==> config.mk <==
export PLATFORM = sky130hd
export DESIGN_NAME = reg_writeback_unit
export DESIGN_NICKNAME = d
export VERILOG_FILES = /design/src/rtl/reg_writeback_unit.sv
export SDC_FILE = /design/constraint.sdc
export NUM_CORES = 1
export LEC_CHECK = 0
export BUFFER_PORTS_ARGS = -buffer_cell sky130_fd_sc_hd__buf_4
export CAP_MARGIN = 0
export CORE_ASPECT_RATIO = 1.1
export CORE_MARGIN = 3
export CORE_UTILIZATION = 50
export CTS_CLUSTER_DIAMETER = 200
export DETAILED_ROUTE_END_ITERATION = 10
export PLACE_DENSITY = 0.76
export SLEW_MARGIN = 20
export SYNTH_ARGS = -nofsm -noshare
export SYNTH_HDL_FRONTEND = slang
export SYNTH_SLANG_ARGS = --single-unit
==> constraint.sdc <==
create_clock -name clk -period 3.2 [get_ports clk]
set_input_delay 0.64 -clock clk [delete_from_list [all_inputs] [get_ports clk]]
set_output_delay 0.64 -clock clk [all_outputs]
set_load 0.05 [all_outputs]
==> src/rtl/reg_writeback_unit.sv <==
// Register-file write-back unit.
// Accepts completed results over a valid/ready handshake and buffers them in a
// small FIFO. It drains them into the register file one write per cycle, and
// answers two forwarding lookups against every write that is still pending.
module reg_writeback_unit #(
    parameter int DATA_W = 32,
    parameter int ADDR_W = 5,
    parameter int DEPTH  = 2
) (
    input  logic              clk,
    input  logic              rst_n,
    input  logic              in_valid,
    output logic              in_ready,
    input  logic [ADDR_W-1:0] in_reg,
    input  logic [DATA_W-1:0] in_data,
    input  logic              in_byte,
    input  logic              wb_stall,
    output logic              regWrite,
    output logic [ADDR_W-1:0] write_reg,
    output logic [DATA_W-1:0] write_data,
    output logic              byteOperations,
    input  logic [ADDR_W-1:0] probe_reg1,
    input  logic [ADDR_W-1:0] probe_reg2,
    output logic              fwd_hit1,
    output logic [DATA_W-1:0] fwd_data1,
    output logic              fwd_hit2,
    output logic [DATA_W-1:0] fwd_data2
);

    localparam int PTR_W = (DEPTH > 1) ? $clog2(DEPTH) : 1;
    localparam int CNT_W = PTR_W + 1;
    localparam logic [CNT_W-1:0] DEPTH_C = CNT_W'(DEPTH);

    // Pending-result storage. It has no reset: count_reg alone decides which
    // slots are valid, so a reset discards every entry at once.
    logic [ADDR_W-1:0] mem_reg  [DEPTH];
    logic [DATA_W-1:0] mem_data [DEPTH];
    logic              mem_byte [DEPTH];

    logic [PTR_W-1:0]  head_reg;
    logic [PTR_W-1:0]  tail_reg;
    logic [CNT_W-1:0]  count_reg;

    // Write stage W, which drives the register-file port directly.
    logic              w_valid_reg;
    logic [ADDR_W-1:0] w_reg_reg;
    logic [DATA_W-1:0] w_data_reg;
    logic              w_byte_reg;

    logic accept;
    logic accept_nz;
    logic pop;
    logic bypass;
    logic push;

    // Readiness depends only on the registered occupancy, never on in_valid.
    assign in_ready = (count_reg < DEPTH_C);

    // Handshake decode. Results for r0 are consumed but discarded. When the
    // FIFO is empty and the unit is not stalled, the incoming result skips
    // the FIFO and goes straight into W.
    always_comb begin
        accept    = in_valid & in_ready;
        accept_nz = accept & (in_reg != '0);
        pop       = ~wb_stall & (count_reg != '0);
        bypass    = ~wb_stall & (count_reg == '0) & accept_nz;
        push      = accept_nz & ~bypass;
    end

    // FIFO pointers, occupancy and the write stage. The reset is asynchronous,
    // so regWrite drops without waiting for a clock edge.
    always_ff @(posedge clk or negedge rst_n) begin
        if (!rst_n) begin
            head_reg    <= '0;
            tail_reg    <= '0;
            count_reg   <= '0;
            w_valid_reg <= 1'b0;
            w_reg_reg   <= '0;
            w_data_reg  <= '0;
            w_byte_reg  <= 1'b0;
        end else begin
            if (push) begin
                tail_reg <= tail_reg + PTR_W'(1);
            end
            if (pop) begin
                head_reg <= head_reg + PTR_W'(1);
            end
            if (push && !pop) begin
                count_reg <= count_reg + CNT_W'(1);
            end else if (pop && !push) begin
                count_reg <= count_reg - CNT_W'(1);
            end
            // A stall freezes W entirely. A still-valid write is presented
            // again, which is harmless because register writes are idempotent.
            if (!wb_stall) begin
                if (pop) begin
                    w_valid_reg <= 1'b1;
                    w_reg_reg   <= mem_reg[head_reg];
                    w_data_reg  <= mem_data[head_reg];
                    w_byte_reg  <= mem_byte[head_reg];
                end else if (bypass) begin
                    w_valid_reg <= 1'b1;
                    w_reg_reg   <= in_reg;
                    w_data_reg  <= in_data;
                    w_byte_reg  <= in_byte;
                end else begin
                    w_valid_reg <= 1'b0;
                end
            end
        end
    end

    // Write the FIFO tail on every accepted result that the bypass does not take.
    always_ff @(posedge clk) begin
        if (push) begin
            mem_reg[tail_reg]  <= in_reg;
            mem_data[tail_reg] <= in_data;
            mem_byte[tail_reg] <= in_byte;
        end
    end

    assign regWrite       = w_valid_reg;
    assign write_reg      = w_reg_reg;
    assign write_data     = w_data_reg;
    assign byteOperations = w_byte_reg;

    // Forwarding lanes. Each lane searches from oldest to newest: W first, then
    // the FIFO from head to tail-1. A later match overrides an earlier one, so
    // the newest pending value wins.
    logic [ADDR_W-1:0] probe    [2];
    logic              hit      [2];
    logic [DATA_W-1:0] hit_data [2];

    assign probe[0] = probe_reg1;
    assign probe[1] = probe_reg2;

    generate
        for (genvar gi = 0; gi < 2; gi++) begin : g_fwd
            logic              hit_raw;
            logic [DATA_W-1:0] data_raw;
            logic [PTR_W-1:0]  idx;

            // Find the newest pending value for this probe. Register 0 never hits.
            always_comb begin
                hit_raw  = 1'b0;
                data_raw = '0;
                idx      = '0;
                if (w_valid_reg && (w_reg_reg == probe[gi])) begin
                    hit_raw  = 1'b1;
                    data_raw = w_data_reg;
                end
                for (int i = 0; i < DEPTH; i++) begin
                    idx = head_reg + PTR_W'(i);
                    if ((CNT_W'(i) < count_reg) && (mem_reg[idx] == probe[gi])) begin
                        hit_raw  = 1'b1;
                        data_raw = mem_data[idx];
                    end
                end
                hit[gi]      = hit_raw && (probe[gi] != '0);
                hit_data[gi] = hit[gi] ? data_raw : '0;
            end
        end
    endgenerate

    assign fwd_hit1  = hit[0];
    assign fwd_data1 = hit_data[0];
    assign fwd_hit2  = hit[1];
    assign fwd_data2 = hit_data[1];

endmodule

# --- Word-level counts from Yosys, hierarchy flattened ---
# Memories as Yosys holds them, arrays and structs flattened.
# Cells that the tools add are included.
classes:
  order_cmp: 3
  n_bitwise: 8
  addsub: 4
  reduce_logical: 20
  mux: 26
  n_eq_ne: 6
ops:
  columns: ["cell", "count"]
  rows:
  - ["$mux W32", 10]
  - ["$eq A5 B5 Y1", 6]
  - ["$reduce_bool A5 Y1", 3]
  - ["$mux W1", 12]
  - ["$logic_and A1 B1 Y1", 10]
  - ["$mux W5", 2]
  - ["$and A1 B1 Y1", 6]
  - ["$reduce_bool A2 Y1", 3]
  - ["$lt A1 B2 Y1 const A", 2]
  - ["$mux W2", 2]
  - ["$add A1 B1 Y1 const B", 2]
  - ["$add A2 B1 Y2 const B", 1]
  - ["$logic_not A1 Y1", 2]
  - ["$logic_not A2 Y1", 1]
  - ["$lt A2 B2 Y1 const B", 1]
  - ["$not A1 Y1", 2]
  - ["$reduce_and A2 Y1", 1]
  - ["$sub A2 B1 Y2 const B", 1]
word_totals:
  in_bits: 52
  out_inout_bits: 106
  elab_cells: 77
  memories: 3
  mem_bits_rw: 76
  register_bits: 43
mem_list:
  columns: ["memory", "words", "word_bits", "rd", "rd_ports_with_merged_regs", "wr", "line_no", "source"]
  rows:
  - ["mem_data", 2, 32, 2, 0, 1, "37", "logic [DATA_W-1:0] mem_data [DEPTH];"]
  - ["mem_reg", 2, 5, 2, 0, 1, "36", "logic [ADDR_W-1:0] mem_reg [DEPTH];"]
  - ["mem_byte", 2, 1, 1, 0, 1, "38", "logic mem_byte [DEPTH];"]

# --- Longest topological paths before layout ---
# Gate-level depths: netlist (run 1).
depth:
  word_depth: 10
  ltp_mapped: 10

# --- Worst setup path after synthesis (run 1) ---
# OpenSTA, ideal clock, no wires.
synth_path:
  path_kind: "register to output"
  start: "reg w_reg_reg[2], in the netlist write_reg[2]"
  end: "out fwd_data2[30]"
  slack_ns: -0.286
  stages_incl_launch_ff: 9
  arrival_ns: 2.846
  required_ns: 2.560
  path_cell_list: "dfrtp_1 xor2_1 nor4_1 and3_1 clkbuf_1 clkbuf_1 nand2_1 mux2_4 o22ai_1"
synth_between:
  elab_chain_len: 7
  word_cells_on_any_way: 10
  classes_between: "eq/ne (1); mux (7); reduce/logical (2)"
synth_lines:
  columns: ["element", "line_no", "source"]
  rows:
  - ["from (decl)", "46", "logic [ADDR_W-1:0] w_reg_reg;"]
  - ["from (signal assigned)", "98", "w_reg_reg <= mem_reg[head_reg];"]
  - ["from (signal assigned)", "103", "w_reg_reg <= in_reg;"]
  - ["$eq A5 B5 Y1 *", "148", "if (w_valid_reg && (w_reg_reg == probe[gi])) begin"]
  - ["$logic_and A1 B1 Y1 *", "148", null]
  - ["$mux W1", "148", null]
  - ["$mux W1 (2 in series)", "154", "if ((CNT_W'(i) < count_reg) && (mem_reg[idx] == probe[gi])) begin"]
  - ["$logic_and A1 B1 Y1", "159", "hit[gi] = hit_raw && (probe[gi] != '0);"]
  - ["$mux W32 *", "160", "hit_data[gi] = hit[gi] ? data_raw : '0;"]
  - ["to (decl)", "27", "output logic [DATA_W-1:0] fwd_data2"]
# Every way passes the cells marked *; elsewhere a longest branch is shown, timed or not.

# --- Worst setup path after layout (run 1) ---
layout_path:
  start: "reg head_reg"
  end: "out fwd_data1[1]"
layout_between:
  elab_chain_len: 7
  word_cells_on_any_way: 13
  classes_between: "add/sub (1); eq/ne (2); mux (5); reduce/logical (3); memory (2)"
layout_lines:
  columns: ["element", "line_no", "source"]
  rows:
  - ["from (decl)", "40", "logic [PTR_W-1:0] head_reg;"]
  - ["from (signal assigned)", "86", "head_reg <= head_reg + PTR_W'(1);"]
  - ["$add A1 B1 Y1 / $mem_v2 Z2 W5 (equally long branches)", null, null]
  - ["$mem_v2 Z2 W5 / $eq A5 B5 Y1 (equally long branches)", null, null]
  - ["$eq A5 B5 Y1 / $logic_and A1 B1 Y1 (equally long branches)", "154", null]
  - ["$logic_and A1 B1 Y1 / $mux W1 (equally long branches)", "154", null]
  - ["$mux W1", "154", null]
  - ["$logic_and A1 B1 Y1", "159", null]
  - ["$mux W32 *", "160", null]
  - ["to (decl)", "25", "output logic [DATA_W-1:0] fwd_data1,"]
# Marks and branches as above.

==> metrics.txt, run 1 <==
outcome=finished with violations; failing checks=setup timing; GRT Util Overall=29.7%; proportion of layout cells with a drive suffix above 1=a little under two fifths; Least-Margin Pin Slew=about 1.0 ns; Async SR Flop Fraction=between 30% and 40%; critical path required time=2.56 ns; leak pwr=4.49 nW; Clock Root Buffer=clkbuf_16; Crit. End Element=primary output; vias in the first global route=roughly 6800; Slew headroom=between 30% and 40%; Pwr Density=roughly 840 mW/mm²; reg2reg start=count_reg[1]; Initial Utilization=51.2%; largest net degree at the start of global routing=53; CP max-delay cell=dfrtp_4; top_reg_cell synth=edfxtp_1; Peak Freq=0.281 GHz; Mapped Nets=764; reg2reg end=mem_data[0][15]; setup TNS=-19.82 ns; CP Class=reg2out; number of synthesized register bits=119; worst min path class=in2async; CP endpoint=fwd_data1[1]; Max-Cap Viols=0; area delta synth->final=41.6%; Detailed Route Iter0 Violations=553; Logic pwr share=a little over half; Flop pwr share=between 20 and 30%; total power=between 8 and 9 mW; die area=approximately 0.016 mm²; IO Port Bufs=roughly 160; power share of the clock group=about a fifth; initial antenna violation count=0; first-pass iteration count of the detailed router=5; CP Max Fanout=14; worst-case clock buffer depth=2; core footprint=roughly 0.014 mm²; total wire length=between 20 and 25 mm; Final min period=between 3 and 4 ns; Final Hold Viols=0; R2R Setup Slk=0.64 ns; Peak VDD IR=0.000706 V; P_sw=between 4 and 5 mW; Mapped Cells=just over 700; Slew Viols, Final=0; Netlist cell types=43; # DRC=0; Crit path arrival time=about 2.9 ns; final hold slack=around 0.26 ns; die width=~120 µm; via-per-instance ratio=6.22; crit-path max cell delay=0.52 ns; Int Pwr=a little under 5 mW; pre-CTS WS=between 0.008 and 0.009 ns; critical path startpoint category=flip-flop; vias=roughly 6800; Final period util=111%; RSZ-0062 raised after global routing=yes; nets=936; Cell Area, Synth=around 0.0074 mm²; register area share after synthesis=roughly 45%; gpl congestion=a little over 0.9; reg2reg path depth=6; Worst Slack Setup Final=-0.359 ns; Critical Path, Cell by Cell=buf_4 -> mux2i_2 -> buf_4 -> xor2_1 -> nand4_1 -> buf_6 -> buf_12 -> o211ai_1 -> o21ai_2 -> o211a_4 -> buf_6; Worst Setup SP=head_reg; Mapped Avg Cell Area=10.4 µm²; count of final setup violators=66; first-pass GRT wire length=about 37 mm; clk sink count=approximately 120; Top Ports=about 160; CTS tree=done; Hold Buf Count CTS=0; Clock transition at path regs=0.05 ns; clk_skew=around 0.0084 ns; post-route ant nets=0; H-Tree Depth=4; drt wl/cell=22.6 µm; Post-DP HPWL=between 15 and 20 mm; number of flip-flops in the largest register=64; DIE HEIGHT=134 µm; CTS buffer count=17; switching share of power=45.3%; yosys warns=0; Rows=46; ANT cells=0; worst-skew pair later-pin latency=~0.42 ns; Post-synth EDFFs=76; final core occ=72.5%; gr ovfl total=0
[worst min-delay path by stage]
| stage | start | end | slack [ns] | cells after the start |
|---|---|---|---|---|
| floorplan | rst_n | byteOperations | 0.34 | 0 |
| global placement | byteOperations | byteOperations | 0.47 | 2 |
| detailed placement | byteOperations | byteOperations | 0.49 | 2 |
| CTS | rst_n | write_data[7] | 0.27 | 1 |
| global route | rst_n | write_reg[3] | 0.29 | 1 |
| finish | rst_n | write_data[7] | 0.26 | 1 |
[power by group through the flow]
| stage | Combinational (mW) | Sequential (mW) | Clock (mW) |
|---|---|---|---|
| after floorplan | 2.08 | 3.23 | 0 |
| after detailed placement | 4.09 | 2.56 | 0 |
| after CTS | 4.49 | 2.54 | 1.69 |
| after global placement | 4.00 | 2.53 | 0 |
| after global routing | 4.86 | 2.61 | 1.75 |
| final | 4.60 | 2.55 | 1.68 |
[cells in the final DEF (no fill, tap or decap), drive strengths merged, types with 21 or more instances in the layout]
| cell | instances |
|---|---|
| buf | 214 |
| nand2 | 106 |
| edfxtp | 76 |
| mux2i | 75 |
| o21ai | 71 |
| nor2 | 45 |
| dfrtp | 43 |
| a21oi | 40 |
| o211ai | 32 |
| mux2 | 32 |
| o211a | 32 |
| o22ai | 32 |
| clkbuf | 30 |
| xor2 | 21 |
[cells in the mapped netlist, types with 4 or more instances]
master,count,area [µm²]
edfxtp_1,76,2280
buf_1,7,26.3
nor2_1,45,169
o211a_1,32,320
xnor2_1,12,105
clkbuf_1,35,131
o21ai_0,41,205
buf_6,5,56.3
dfrtp_1,43,1080
buf_4,6,45.0
mux2i_1,71,711
mux2_1,6,67.6
o21ai_1,30,150
o22ai_2,31,388
nand2_1,105,394
xor2_1,21,184
mux2_2,25,282
inv_1,4,15.0
o211ai_1,32,240
buf_2,11,55.1
a21oi_1,40,200
[logic make-up after synthesis]
kind of cell | synth area share, %
flip-flops | 45.4
AO/OA/AOI/OAI | 21.2
buffers and inverters | 4.45
XOR/XNOR | 3.91
adder cells (fa/ha/maj) | 0.338
multiplexers | 15.4
AND/OR/NAND/NOR | 9.32
[metrics by stage]
stage,instances,instance area (µm²)
floorplan,710,7450
global placement,1033,9040
detailed placement,1033,9040
CTS,1084,10400
global route,1087,10500
finish,1087,10500
[worst max-delay path, delay by kind of cell (launching register included)]
kind                      cells  cell delay [ns]
xor gates and xnor gates      1             0.14
and+or+nand+nor               1             0.21
DFF                           1             0.52
AOI/OAI and AO/OA             3             0.59
muxes                         1             0.19
buffers and inverters         5             0.85
[metal layers]
| layer | wire (µm) | vias up | GRT usage, % |
|---|---|---|---|
| li1 | - | 2973 | - |
| met1 | 9290 | 3309 | 36.5 |
| met2 | 12600 | 400 | 50.8 |
| met3 | 1860 | 78 | 5.31 |
| met4 | 815 | 0 | 13.3 |
| met5 | 0 | - | 0 |
[area by class of cell]
cell class                      instances  area, µm²
Tap cell                              192        240
Clock buffer                           27        493
Multi-Input combinational cell        523       4050
Sequential cell                       119       3360
Clock inverter                          5       23.8
Fill cell                             971       3970
Inverter                                4       15.0
Timing Repair Buffer                  217       2290
[timing repair]
action | in CTS | in global routing
gates cloned | 6 | 3
endpoints found under the hold margin | 0 | 0
resized for setup | 128 | 15
setup endpoints to repair | 66 | 66
pin swaps | 17 | 23
setup buffers | 13 | 5
No activity file was read; power rests on OpenSTA's default activity.
==> run 2, diff against run 1 <==
==> constraint.sdc (replaced) <==
create_clock -name clk -period 3.2 [get_ports clk]
set_input_delay 0.32 -clock clk [delete_from_list [all_inputs] [get_ports clk]]
set_output_delay 0.32 -clock clk [all_outputs]
set_load 0.05 [all_outputs]
==> metrics.txt, run 2 (synthesized netlist as in run 1, its figures left out) <==
reg2reg end=write_data[29]; hold_sp=in_data[23]; Peak Freq=0.299 GHz (+6.5%); crit-path max cell delay=0.52 ns (about the same); post-route cell area=0.0103 mm² (-2.0%); worst-case clock buffer depth=2 (unchanged); IO Port Bufs=157 (unchanged); post-route ant nets=0 (unchanged); Post-DP HPWL=14.6 mm (-3.2%); R2R Setup Slk=0.78 ns (+0.14 ns); drt wl/cell=23.6 µm (+4.4%); gpl congestion=0.910 (-0.60%); first-pass iteration count of the detailed router=6 (+1); critical path startpoint category=flip-flop; reg2reg start=count_reg[1]; CP Class=reg2out; Critical Path, Cell by Cell=buf_4 -> mux2i_1 -> buf_4 -> xnor2_1 -> nor2_1 -> nand2_2 -> buf_12 -> clkbuf_16 -> mux2_2 -> o22ai_2 -> buf_6; Clock transition at path regs=0.05 ns (about the same); via-per-instance ratio=6.28 (+0.99%); worst-skew pair later-pin latency=0.42 ns (about the same); first-pass GRT wire length=38.3 mm (+3.0%); vias=6802 (+0.62%); Critical path buffers and inverters=5 (unchanged); DIE HEIGHT=134 µm (unchanged); outcome=finished with violations; critical path required time=2.88 ns (+0.32 ns); vias in the first global route=6794 (-0.53%); # DRC=0 (unchanged); ANT cells=0 (unchanged); die area=0.0163 mm² (unchanged); leak pwr=4.53 nW (+0.76%); core footprint=0.0144 mm² (unchanged); Final min period=3.34 ns (-0.217 ns); Final period util=104% (-6.8 points); Initial Utilization=51.2% (unchanged); CTS buffer count=17 (unchanged); reg2reg path depth=7 (+1); area of placed instances=0.00878 mm² (-3.0%); H-Tree Depth=4 (unchanged); CP Max Fanout=10 (-4); Max-Cap Viols=0 (unchanged); total wire length=25.5 mm (+4.1%); most common cell after layout, fill and taps aside=buf_4; number of flip-flops in the largest register=64 (unchanged); Clock Root Buffer=clkbuf_16; Slew Viols, Final=0 (unchanged); Slew headroom=44.9% (+14 points); Peak VDD IR=0.000450 V (-36%); largest net degree at the start of global routing=48 (-9.4%); worst min path class=in2reg; initial antenna violation count=0 (unchanged); Pwr Density=867 mW/mm² (+2.8%); GRT Util Overall=30.8% (+1.1 points); Crit path arrival time=3.02 ns (+0.10 ns); Crit. End Element=primary output; Top Ports=158 (unchanged); Filler cells=1032 (+6.3%); CTS tree=done; Rows=46 (unchanged); Most Frequent Cell on Critical Path=buf_4; proportion of layout cells with a drive suffix above 1=36.7% (-0.84 points); nets=932 (-0.43%); Least-Margin Pin Slew=0.817 ns (-0.224 ns); Detailed Route Iter0 Violations=689 (+25%); failing checks=setup timing; final core occ=71.1% (-1.4 points); area delta synth->final=38.7%; die width=122 µm (unchanged); delay-heaviest family, CP=buffers and inverters; pre-CTS WS=0.162 ns (+0.154 ns); hold path depth=1; count of final setup violators=43 (-35%); Final Hold Viols=0 (unchanged); CP max-delay cell=dfrtp_4; gr ovfl total=0 (unchanged); clk sink count=119 (unchanged); clk_skew=0.00729 ns (-0.00113 ns); RSZ-0062 raised after global routing=yes; sink of the worst hold path=mem_data[0][23]; Worst Slack Setup Final=-0.142 ns (+0.217 ns); most frequent cells in the layout=121 x buf_4, 104 x nand2_1, 76 x edfxtp_1
run 2: worst register-to-register path: cells and delay by family, from the launching register on:
family	cells	cell delay [ns]
compound gates	2	0.22
fa+ha+maj	1	0.25
buf+inv	2	0.69
flops	1	0.37
simple gates	2	0.75
run 2: area by class of cell:
type	instances	area, µm²	share of cell area [%]
clock buffer	17	425	4.14
clock inverter	15	138	1.34
inverter	4	15.0	0.146
multi-input combinational	525	3980	38.7
sequential	119	3360	32.8
tap	192	240	2.34
timing repair buffer	211	2110	20.5
run 2: layer usage:
metal | GRT usage, % | part of all wire (%) | vias to the layer above
met5 | 0 | 0 | -
met2 | 50.3 | 50 | 403
met3 | 6.11 | 7.7 | 91
met1 | 38.7 | 39 | 3344
met4 | 15.9 | 3.9 | 0
li1 | - | - | 2964
run 2: how the worst max path moves through the flow:
stage / from / endpoint / slack [ns] / depth (start not counted)
global route: head_reg / fwd_data2[18] / -0.21 / 11
floorplan: count_reg[1] / mem_byte[0] / -0.13 / 4
CTS: head_reg / fwd_data1[31] / -0.05 / 10
global placement: head_reg / fwd_data1[0] / 0.17 / 9
finish: head_reg / fwd_data2[21] / -0.14 / 11
detailed placement: head_reg / fwd_data2[30] / 0.16 / 8
run 2: where the power goes:
part	switching [mW]	internal [mW]
sequential	0.422	2.13
clock	0.693	1.13
combinational	2.94	1.59
run 2: what timing repair did:
item | in CTS | in global routing
setup buffers | 18 | 2
gates resized for setup | 102 | 26
hold buffers | 1 | 0
hold endpoints to repair | 43 | 0
cloned | 5 | 3
pin swaps | 6 | 2
endpoints found under the setup margin | 65 | 64
run 2: per-stage QoR:
step                total power [mW]  setup TNS (ns)  hold slack, ns  instances
floorplan                       5.28           -9.88          0.0244        710
global placement                6.39               0           0.390       1023
detailed placement              6.49               0           0.395       1023
CTS                             8.72          -0.568          0.0809       1079
global route                    9.27           -8.26          0.0832       1083
finish                          8.90           -3.69          0.0964       1083
